File: config.mk
export PLATFORM = sky130hd
export DESIGN_NAME = dtv1_macc_ctrl
export DESIGN_NICKNAME = d
export VERILOG_FILES = /design/src/rtl/dtv1_macc_ctrl.sv
export SDC_FILE = /design/constraint.sdc
export NUM_CORES = 1
export LEC_CHECK = 0
export CORE_MARGIN = 2
export CORE_UTILIZATION = 46
export DETAILED_ROUTE_END_ITERATION = 10
export PLACE_DENSITY = 0.73
export SLEW_MARGIN = 25
export SYNTH_ARGS = -nofsm -noshare
export SYNTH_HDL_FRONTEND = slang
export SYNTH_SLANG_ARGS = --single-unit
File: constraint.sdc
create_clock -name clk -period 3.2 [get_ports clk]
set_input_delay 0.48 -clock clk [delete_from_list [all_inputs] [get_ports clk]]
set_output_delay 0.48 -clock clk [all_outputs]
set_load 0.01 [all_outputs]
File: src/rtl/dtv1_macc_ctrl.sv
`default_nettype none
// ============================================================================
//  Module   : dtv1_macc_ctrl
//  Purpose  : Cycle-by-cycle sequencer for the DTV1 MACC array (MAC / DOT jobs)
//  Revision : 1.0
// ============================================================================
module dtv1_macc_ctrl #(
    parameter int NUM_PE = 16,
    parameter int CNT_W  = 16
) (
    input  logic              clk,
    input  logic              rstn,
    input  logic              cfg_start,
    input  logic              cfg_mode,
    input  logic [CNT_W-1:0]  cfg_len,
    input  logic [CNT_W-1:0]  cfg_tiles,
    input  logic              cfg_opsel,
    input  logic              cfg_bias_en,
    input  logic              in_valid,
    output logic              in_ready,
    output logic [NUM_PE-1:0] en_mul,
    output logic [NUM_PE-1:0] en_add,
    output logic              en_acc,
    output logic              mul_mux_sel,
    output logic              add_mux0_sel,
    output logic [1:0]        add_mux1_sel,
    output logic [1:0]        acc_mux_sel,
    output logic              busy,
    output logic              out_valid,
    output logic              done
);

    localparam logic [2:0] c_IDLE   = 3'd0;
    localparam logic [2:0] c_MUL    = 3'd1;
    localparam logic [2:0] c_DRAIN  = 3'd2;
    localparam logic [2:0] c_REDUCE = 3'd3;
    localparam logic [2:0] c_ACC    = 3'd4;
    localparam logic [2:0] c_OUT    = 3'd5;
    localparam logic [2:0] c_DONEZ  = 3'd6;

    localparam int                c_K_W      = (NUM_PE > 1) ? $clog2(NUM_PE) : 1;
    localparam logic [c_K_W-1:0]  c_K_FIRST  = 1;
    localparam logic [c_K_W-1:0]  c_K_LAST   = c_K_W'(NUM_PE - 1);
    localparam logic [CNT_W-1:0]  c_CNT_ONE  = 1;
    localparam logic [NUM_PE-1:0] c_LANE0    = 1;
    localparam bit                c_SINGLE   = (NUM_PE == 1);

    logic [2:0]       r_state;
    logic [2:0]       w_next;
    logic             r_mode;
    logic             r_opsel;
    logic             r_bias;
    logic [CNT_W-1:0] r_len;
    logic [CNT_W-1:0] r_tiles;
    logic [CNT_W-1:0] r_beat_cnt;
    logic [CNT_W-1:0] r_tile_cnt;
    logic [c_K_W-1:0] r_red_k;
    logic             r_add_vld;
    logic             r_add_first;

    logic             w_accept;
    logic             w_last_beat;
    logic             w_first_tile;
    logic             w_last_tile;
    logic [1:0]       w_add_sel;

    assign w_accept     = (r_state == c_MUL) && in_valid;
    assign w_last_beat  = (r_beat_cnt == r_len - c_CNT_ONE);
    assign w_first_tile = (r_tile_cnt == '0);
    assign w_last_tile  = (r_tile_cnt == r_tiles - c_CNT_ONE);
    // The add stage trails the multiply stage by one cycle, so the seed
    // choice follows the beat that was accepted in the previous cycle.
    assign w_add_sel    = r_add_first ? {1'b0, r_bias} : 2'b10;

    always_ff @(posedge clk or negedge rstn) begin
        if (!rstn) begin
            r_state <= c_IDLE;
        end else begin
            r_state <= w_next;
        end
    end

    always_comb begin
        w_next = r_state;
        case (r_state)
            c_IDLE:   if (cfg_start) w_next = ((cfg_len == '0) || (cfg_tiles == '0)) ? c_DONEZ : c_MUL;
            c_MUL:    if (w_accept && w_last_beat) w_next = c_DRAIN;
            c_DRAIN:  w_next = !r_mode ? c_OUT : (c_SINGLE ? c_ACC : c_REDUCE);
            c_REDUCE: if (r_red_k == c_K_LAST) w_next = c_ACC;
            c_ACC:    w_next = w_last_tile ? c_OUT : c_MUL;
            c_OUT:    w_next = (r_mode || w_last_tile) ? c_IDLE : c_MUL;
            c_DONEZ:  w_next = c_IDLE;
            default:  w_next = c_IDLE;
        endcase
    end

    always_ff @(posedge clk or negedge rstn) begin
        if (!rstn) begin
            r_mode      <= 1'b0;
            r_opsel     <= 1'b0;
            r_bias      <= 1'b0;
            r_len       <= '0;
            r_tiles     <= '0;
            r_beat_cnt  <= '0;
            r_tile_cnt  <= '0;
            r_red_k     <= '0;
            r_add_vld   <= 1'b0;
            r_add_first <= 1'b0;
        end else begin
            r_add_vld   <= w_accept;
            r_add_first <= w_accept && (r_beat_cnt == '0);
            if ((r_state == c_IDLE) && cfg_start) begin
                r_mode  <= cfg_mode;
                r_opsel <= cfg_opsel;
                r_bias  <= cfg_bias_en;
                r_len   <= cfg_len;
                r_tiles <= cfg_tiles;
            end
            if ((w_next == c_MUL) && (r_state != c_MUL)) begin
                r_beat_cnt <= '0;
            end else if (w_accept) begin
                r_beat_cnt <= r_beat_cnt + c_CNT_ONE;
            end
            if (r_state == c_DRAIN) begin
                r_red_k <= c_K_FIRST;
            end else if (r_state == c_REDUCE) begin
                r_red_k <= r_red_k + c_K_FIRST;
            end
            if (w_next == c_IDLE) begin
                r_tile_cnt <= '0;
            end else if ((r_state == c_ACC) || ((r_state == c_OUT) && !r_mode)) begin
                r_tile_cnt <= r_tile_cnt + c_CNT_ONE;
            end
        end
    end

    always_comb begin
        in_ready     = 1'b0;
        en_mul       = '0;
        en_add       = '0;
        en_acc       = 1'b0;
        add_mux0_sel = 1'b0;
        add_mux1_sel = 2'b00;
        acc_mux_sel  = 2'b00;
        out_valid    = 1'b0;
        done         = 1'b0;
        busy         = (r_state != c_IDLE);
        mul_mux_sel  = (r_state != c_IDLE) ? r_opsel : 1'b0;
        case (r_state)
            c_MUL: begin
                in_ready = 1'b1;
                en_mul   = w_accept ? '1 : '0;
                if (r_add_vld) begin
                    en_add       = '1;
                    add_mux1_sel = w_add_sel;
                end
            end
            c_DRAIN: begin
                en_add       = '1;
                add_mux1_sel = w_add_sel;
            end
            c_REDUCE: begin
                en_add       = c_LANE0 << r_red_k;
                add_mux0_sel = 1'b1;
                add_mux1_sel = 2'b10;
            end
            c_ACC: begin
                en_acc      = 1'b1;
                acc_mux_sel = w_first_tile ? {1'b0, r_bias} : 2'b10;
            end
            c_OUT: begin
                out_valid = 1'b1;
                done      = r_mode || w_last_tile;
            end
            c_DONEZ: begin
                done = 1'b1;
            end
            default: ;
        endcase
    end

endmodule
`default_nettype wire

==> results of run 1 <==
timing repair:
item                       CTS  global route
hold endpoints to repair     0             0
gates resized for setup     15            11
setup endpoints to repair    1            38
pin swaps                    7             7
setup buffers                6             9
gates cloned                 0             1
through the flow:
stage / total power [uW] / setup slack, ns / util (%) / hold slack, ns / setup TNS, ns
after global placement: 3349 / -0.1413 / 56.67 / 0.4845 / -0.1413
after CTS: 4241 / -0.04214 / 59.52 / 0.3055 / -0.04214
after global routing: 4590 / -0.2011 / 60.11 / 0.1951 / -1.610
after floorplan: 2691 / 0.5358 / - / 0.1844 / 0
final: 4277 / -0.02174 / 60.11 / 0.1331 / -0.02174
after detailed placement: 3418 / -0.2695 / 56.67 / 0.4962 / -0.2695
metal layers:
metal / global-route usage [%] / up-vias / wire length (um)
met3: 4.177 / 26 / 652
met4: 6.044 / 0 / 240
li1: - / 2034 / -
met5: 0 / - / 0
met1: 28.07 / 2064 / 5117
met2: 37.52 / 141 / 6109
flip-flops by register name, indices dropped and copies added (netlist names):
name,cells
r_tile_cnt,16
r_add_first,1
r_bias,1
r_add_vld,1
r_mode,1
r_beat_cnt,16
r_state,3
r_red_k,4
r_opsel,1
r_tiles,16
r_len,16
logic make-up (layout without fill, tap and decap cells):
kind of cell / after synthesis / in the layout / share of synthesized area [%]
buf+inv: 58 / 149 / 5.978
compound gates: 67 / 68 / 8.573
xor+xnor: 70 / 70 / 12.46
flops: 76 / 76 / 38.67
simple gates: 219 / 219 / 23.61
fa+ha+maj: 12 / 12 / 3.053
mux: 34 / 34 / 7.657
layout make-up:
type	instances	area, um2	share of cell area [%]
clock buffer	11	141.4	2.268
clock inverter	5	60.06	0.9635
sequential	76	1903	30.53
timing repair buffer	112	1052	16.88
tap	136	170.2	2.730
inverter	21	78.83	1.265
multi-input combinational	403	2828	45.36
power breakdown:
| part | switching [uW] | total, uW | internal (uW) |
|---|---|---|---|
| sequential | 337 | 1570 | 1230 |
| combinational | 919 | 1960 | 1040 |
| clock | 366 | 751 | 385 |
| total | 1620 | 4280 | 2650 |
cells in the mapped netlist, drive strengths merged (6+ instances only):
master,n,area share (%)
nand2,51,3.9
xor2,29,5.2
a21oi,7,0.71
nor2,62,5.2
nor4,19,2.7
dfrtp,76,39
xnor2,41,7.3
ha,12,3.1
clkbuf,18,1.4
nor4b,6,1.2
inv,21,1.6
nand3,18,1.8
o21ai,33,3.4
mux2,29,6.6
nor3,14,1.6
and3,12,1.5
buf,19,3.0
nand4,15,1.9
final timing paths:
kind / end / cells after the start / start / slack, ns
worst max-delay path: done / 9 / r_tiles[5]$_DFFE_PN0P_ / -0.02
worst min-delay path: r_len[4]$_DFFE_PN0P_ / 1 / rstn / 0.13
worst max register to register: r_beat_cnt[15]$_DFFE_PN0P_ / 13 / r_tiles[5]$_DFFE_PN0P_ / 0.06
worst min register to register: r_opsel$_DFFE_PN0P_ / 1 / r_opsel$_DFFE_PN0P_ / 0.51
max in group asynchronous: r_state[0]$_DFF_PN0_ / 1 / rstn / 2.55
min in group clk: r_opsel$_DFFE_PN0P_ / 1 / r_opsel$_DFFE_PN0P_ / 0.51
==> impl_results.md, run 1 <==
* Critical path cell sequence: or4_4 > nor3_4 > nor3b_4 > mux2i_1 > nand4_1 > nor3b_2 > o21ai_1 > a21oi_2 > buf_2
* Reg clk slew, reported paths at 0.08 ns
* Final Setup Violations at 1
* Total Wirelength at 12120 um
* Sink Count at 76
* FMAX at 310.4 MHz
* Non-filler instance count after layout at 764
* Antenna violations before repair at 0
* Fillcell total at 905
* Largest net degree at the start of global routing at 77
* Slew Viols, Final at 0
* Die Span Y at 107.4 um
* Max stage delay on crit path at 0.56 ns
* Final worst path period share at 100.7%
* CTS tree: done
* Design Area, Final at 6233 um2
* Mapped Avg Cell Area at 9.176 um2
* Initial Utilization at 47.43%
* Ys flop type: dfrtp_1
* Commonest non-fill, non-tap cell in the layout: clkdlybuf4s50_1
* Clk_skew at 0.005947 ns
* DR DRC count at 0
* Violated checks: negative setup slack
* # IOs at 82
* Die Area at 11540 um2
* Outcome: finished with violations
* FFs w/ async S/R, synth at 100.0%
* GRT Total Usage at 21.82%
* PD cells at 686.2 nW/um2
* Critical Path RT at 2.72 ns
* Mapped Area at 4918 um2
* CTS H-tree depth at 3
* Remaining Overflow, GRT at 0
* Final WS setup at -0.02174 ns
* Post-Synthesis Net Count at 587
* Crit. End Element: primary output
* Sequential fraction of the synthesis area at 38.67%
* Clock Path Buffers at 2
* Final hold violations at 0
* #FFs+latches synth at 76
* Core ar. at 10370 um2
* Vias per cell at 5.582
* Post-synth EDFFs at 0
* Setup crit start kind: register
* Leak pwr at 0.002550 uW
* First-pass GRT wire length at 20280 um
* Dpl hpwl at 9024 um
* 1st-pass router iterations at 6
* Area Growth Syn to Fin at 26.74%
* Fraction of layout cells with a size suffix above 1 at 18.63%
* WL per Instance at 15.86 um
* Post-CTS Hold Buffers at 0
* Vias in the first global route at 4251
* Cell count after synthesis at 536
* Worst setup path category: reg -> out
* Width of the die at 107.4 um
* Worst Path Buf+Inv at 1
* DRT iter0 DRCs at 143
* Slowest CP cell: or4_4
* Synth cell types at 56
* RSZ-0062 raised after global routing: yes
* CP delay by family, top: simple AND/OR/NAND/NOR gates
* Max-cap check violation count at 0
* Vias at 4265
* CTS Buf Count at 9
* Yosys warns at 0
* Buffers added on ports at 81
* Slew HR at 54.42%
* Period minus WS final at 3.222 ns
* Max FO, Critical Path at 2
* Rows at 37
* Latest clock arrival within the worst-skew pair at 0.35 ns
* Tightest Pin Transition at 0.6837 ns
* DP Area at 5877 um2
* DRT antenna net count at 0
* Arr. time, crit path at 2.74 ns
* Placed cells at 742
* Number of inserted diodes at 0
* Final GP Congestion at 0.8951
* VDD IR-drop max at 0.4522 mV
* Root buf cell: clkbuf_8
* Min-Delay Path Class: in -> async
* Most frequent cells in the layout: clkdlybuf4s50_1 (79), dfrtp_1 (75), nand2_1 (51), nor2_1 (46), xnor2_1 (41)
* Nets@finish at 674
Note: power is estimated with default switching activity, not from simulation.
==> run 2, diff against run 1 <==
--- a/config.mk
+++ b/config.mk
@@ -5,7 +5,6 @@
 export SDC_FILE = /design/constraint.sdc
 export NUM_CORES = 1
 export LEC_CHECK = 0
-export CORE_MARGIN = 2
 export CORE_UTILIZATION = 46
 export DETAILED_ROUTE_END_ITERATION = 10
 export PLACE_DENSITY = 0.73
==> run 2 against run 1 <==
Compared with the run above: the run now ends clean; final cell count rose by 0.26%; clock skew rose by 0.0039 ns; count of clock-buffer cells in the layout fell by 1; via count barely moved; die area fell by 3.7%; sequential power barely moved; clock power rose by 19%; total power rose by 3.2%; critical path type unchanged; largest power group unchanged; highest routed layer unchanged.
==> impl_results.md, run 2 (synthesis gave the netlist of run 1 again) <==
* Outcome: finished clean
* Critical Path RT at 2.72 ns
* Leak pwr at 0.002561 uW
* Remaining Overflow, GRT at 0
* Slew HR at 54.18%
* Die Area at 11110 um2
* Latest clock arrival within the worst-skew pair at 0.37 ns
* Reg clk slew, reported paths at 0.08 ns
* PD cells at 700.8 nW/um2
* # IOs at 82
* Arr. time, crit path at 2.69 ns
* Final Setup Violations at 0
* Max stage delay on crit path at 0.58 ns
* Slew Viols, Final at 0
* Max FO, Critical Path at 5
* Max-cap check violation count at 0
* Min-Delay Path Class: in -> async
* Vias at 4266
* CTS H-tree depth at 3
* Commonest non-fill, non-tap cell in the layout: clkdlybuf4s50_1
* DR DRC count at 0
* Period minus WS final at 3.174 ns
* Width of the die at 105.4 um
* Root buf cell: clkbuf_8
* Dpl hpwl at 9126 um
* RR Startpoint: r_tiles[0]$_DFFE_PN0P_
* Antenna violations before repair at 0
* Die Span Y at 105.4 um
* RSZ-0062 raised after global routing: yes
* Slowest CP cell: or4_4
* Tightest Pin Transition at 0.6872 ns
* Largest net degree at the start of global routing at 77
* GRT Total Usage at 23.27%
* Buffers added on ports at 81
* Area Growth Syn to Fin at 28.08%
* Rows at 37
* Clk_skew at 0.009870 ns
* Vias in the first global route at 4323
* VDD IR-drop max at 0.4809 mV
* WL per Instance at 16.34 um
* DRT iter0 DRCs at 229
* DP Area at 5889 um2
* Setup crit start kind: register
* Final worst path period share at 99.18%
* Vias per cell at 5.569
* Fin util at 61.02%
* Sink Count at 76
* CTS Buf Count at 9
* DRT antenna net count at 0
* Crit. End Element: primary output
* Most frequent cells in the layout: clkdlybuf4s50_1 (79), dfrtp_1 (75), nand2_1 (51), nor2_1 (42), xnor2_1 (41)
* Final hold violations at 0
* R2R cell count at 14
* Core ar. at 10320 um2
* CTS tree: done
* First-pass GRT wire length at 20580 um
* FMAX at 315.1 MHz
* Post-placement worst setup slack at -0.1686 ns
* Fraction of layout cells with a size suffix above 1 at 19.37%
* Hold_ws at 0.2244 ns
* Clock Path Buffers at 2
* Worst setup path category: reg -> out
* Reg2reg setup slack at 0.03 ns
* Design Area, Final at 6300 um2
* Final GP Congestion at 0.9088
* Initial Utilization at 47.64%
* Number of inserted diodes at 0
* Post-CTS Hold Buffers at 0
* Nets@finish at 676
* Final WS setup at 0.02621 ns
* 1st-pass router iterations at 4
* Total Wirelength at 12520 um
* Critical path cell sequence: buf_4 > or4_4 > nor4b_4 > o21ai_0 > nand3_1 > nand2_1 > nor3b_2 > o21ai_1 > a21oi_1 > buf_2
* Reg-to-reg critical path endpoint: r_beat_cnt[3]$_DFFE_PN0P_
run 2: cell types whose count changed in the layout (fill, tap and decap cells not counted), sizes merged:
cell      change
bufinv        +2
clkinv        +1
clkinvlp      -1
inv           -1
clkbuf        -1
buf           +2
run 2: cell type report:
| cell class | instances | area [um2] |
|---|---|---|
| clock buffer | 10 | 127.6 |
| clock inverter | 6 | 112.6 |
| fill | 858 | 4024 |
| inverter | 21 | 78.83 |
| multi-input combinational | 403 | 2843 |
| sequential | 76 | 1903 |
| tap | 136 | 170.2 |
| timing repair buffer | 114 | 1065 |
run 2: metrics by stage:
step	std cells	TNS [ns]	total power (uW)
finish	766	0	4415
floorplan	536	0	2691
detailed placement	744	-0.1686	3434
global placement	744	-0.09347	3361
global route	766	-1.938	4696
CTS	764	-0.01262	4369
run 2: repair_timing:
action                     4_1_cts  5_1_grt
setup endpoints to repair        1       36
resized for setup               11       20
pin swaps                        4       12
buffers inserted                 5        3
cloned                           0        1
run 2: worst max path at each step:
stage | startpoint | to | depth (start not counted) | slack (ns)
floorplan | r_tiles[0]$_DFFE_PN0P_ | done | 9 | 0.54
global placement | r_tiles[1]$_DFFE_PN0P_ | done | 10 | -0.09
detailed placement | r_tiles[1]$_DFFE_PN0P_ | done | 10 | -0.17
CTS | r_tiles[1]$_DFFE_PN0P_ | r_beat_cnt[3]$_DFFE_PN0P_ | 15 | -0.01
global route | r_tiles[1]$_DFFE_PN0P_ | done | 10 | -0.15
finish | r_tiles[0]$_DFFE_PN0P_ | done | 10 | 0.03
run 2: critical path, delay by kind of cell (launching register included):
kind                   cells  cell delay, ns
and+or+nand+nor            5            1.28
buffers and inverters      2            0.30
AOI/OAI and AO/OA          3            0.36
DFF                        1            0.39
run 2: power breakdown:
group,switching (uW),total [uW],internal (uW)
registers,334,1560,1230
logic,926,1960,1030
clock network,372,891,519
total,1630,4410,2780
run 2: per-layer routing:
| metal | vias to the layer above | share of wire [%] | global-route usage (%) |
|---|---|---|---|
| li1 | 2040 | - | - |
| met2 | 111 | 51 | 41.35 |
| met3 | 27 | 4.3 | 4.267 |
| met5 | - | 0 | 0 |
| met1 | 2088 | 42 | 28.62 |
| met4 | 0 | 1.9 | 6.740 |
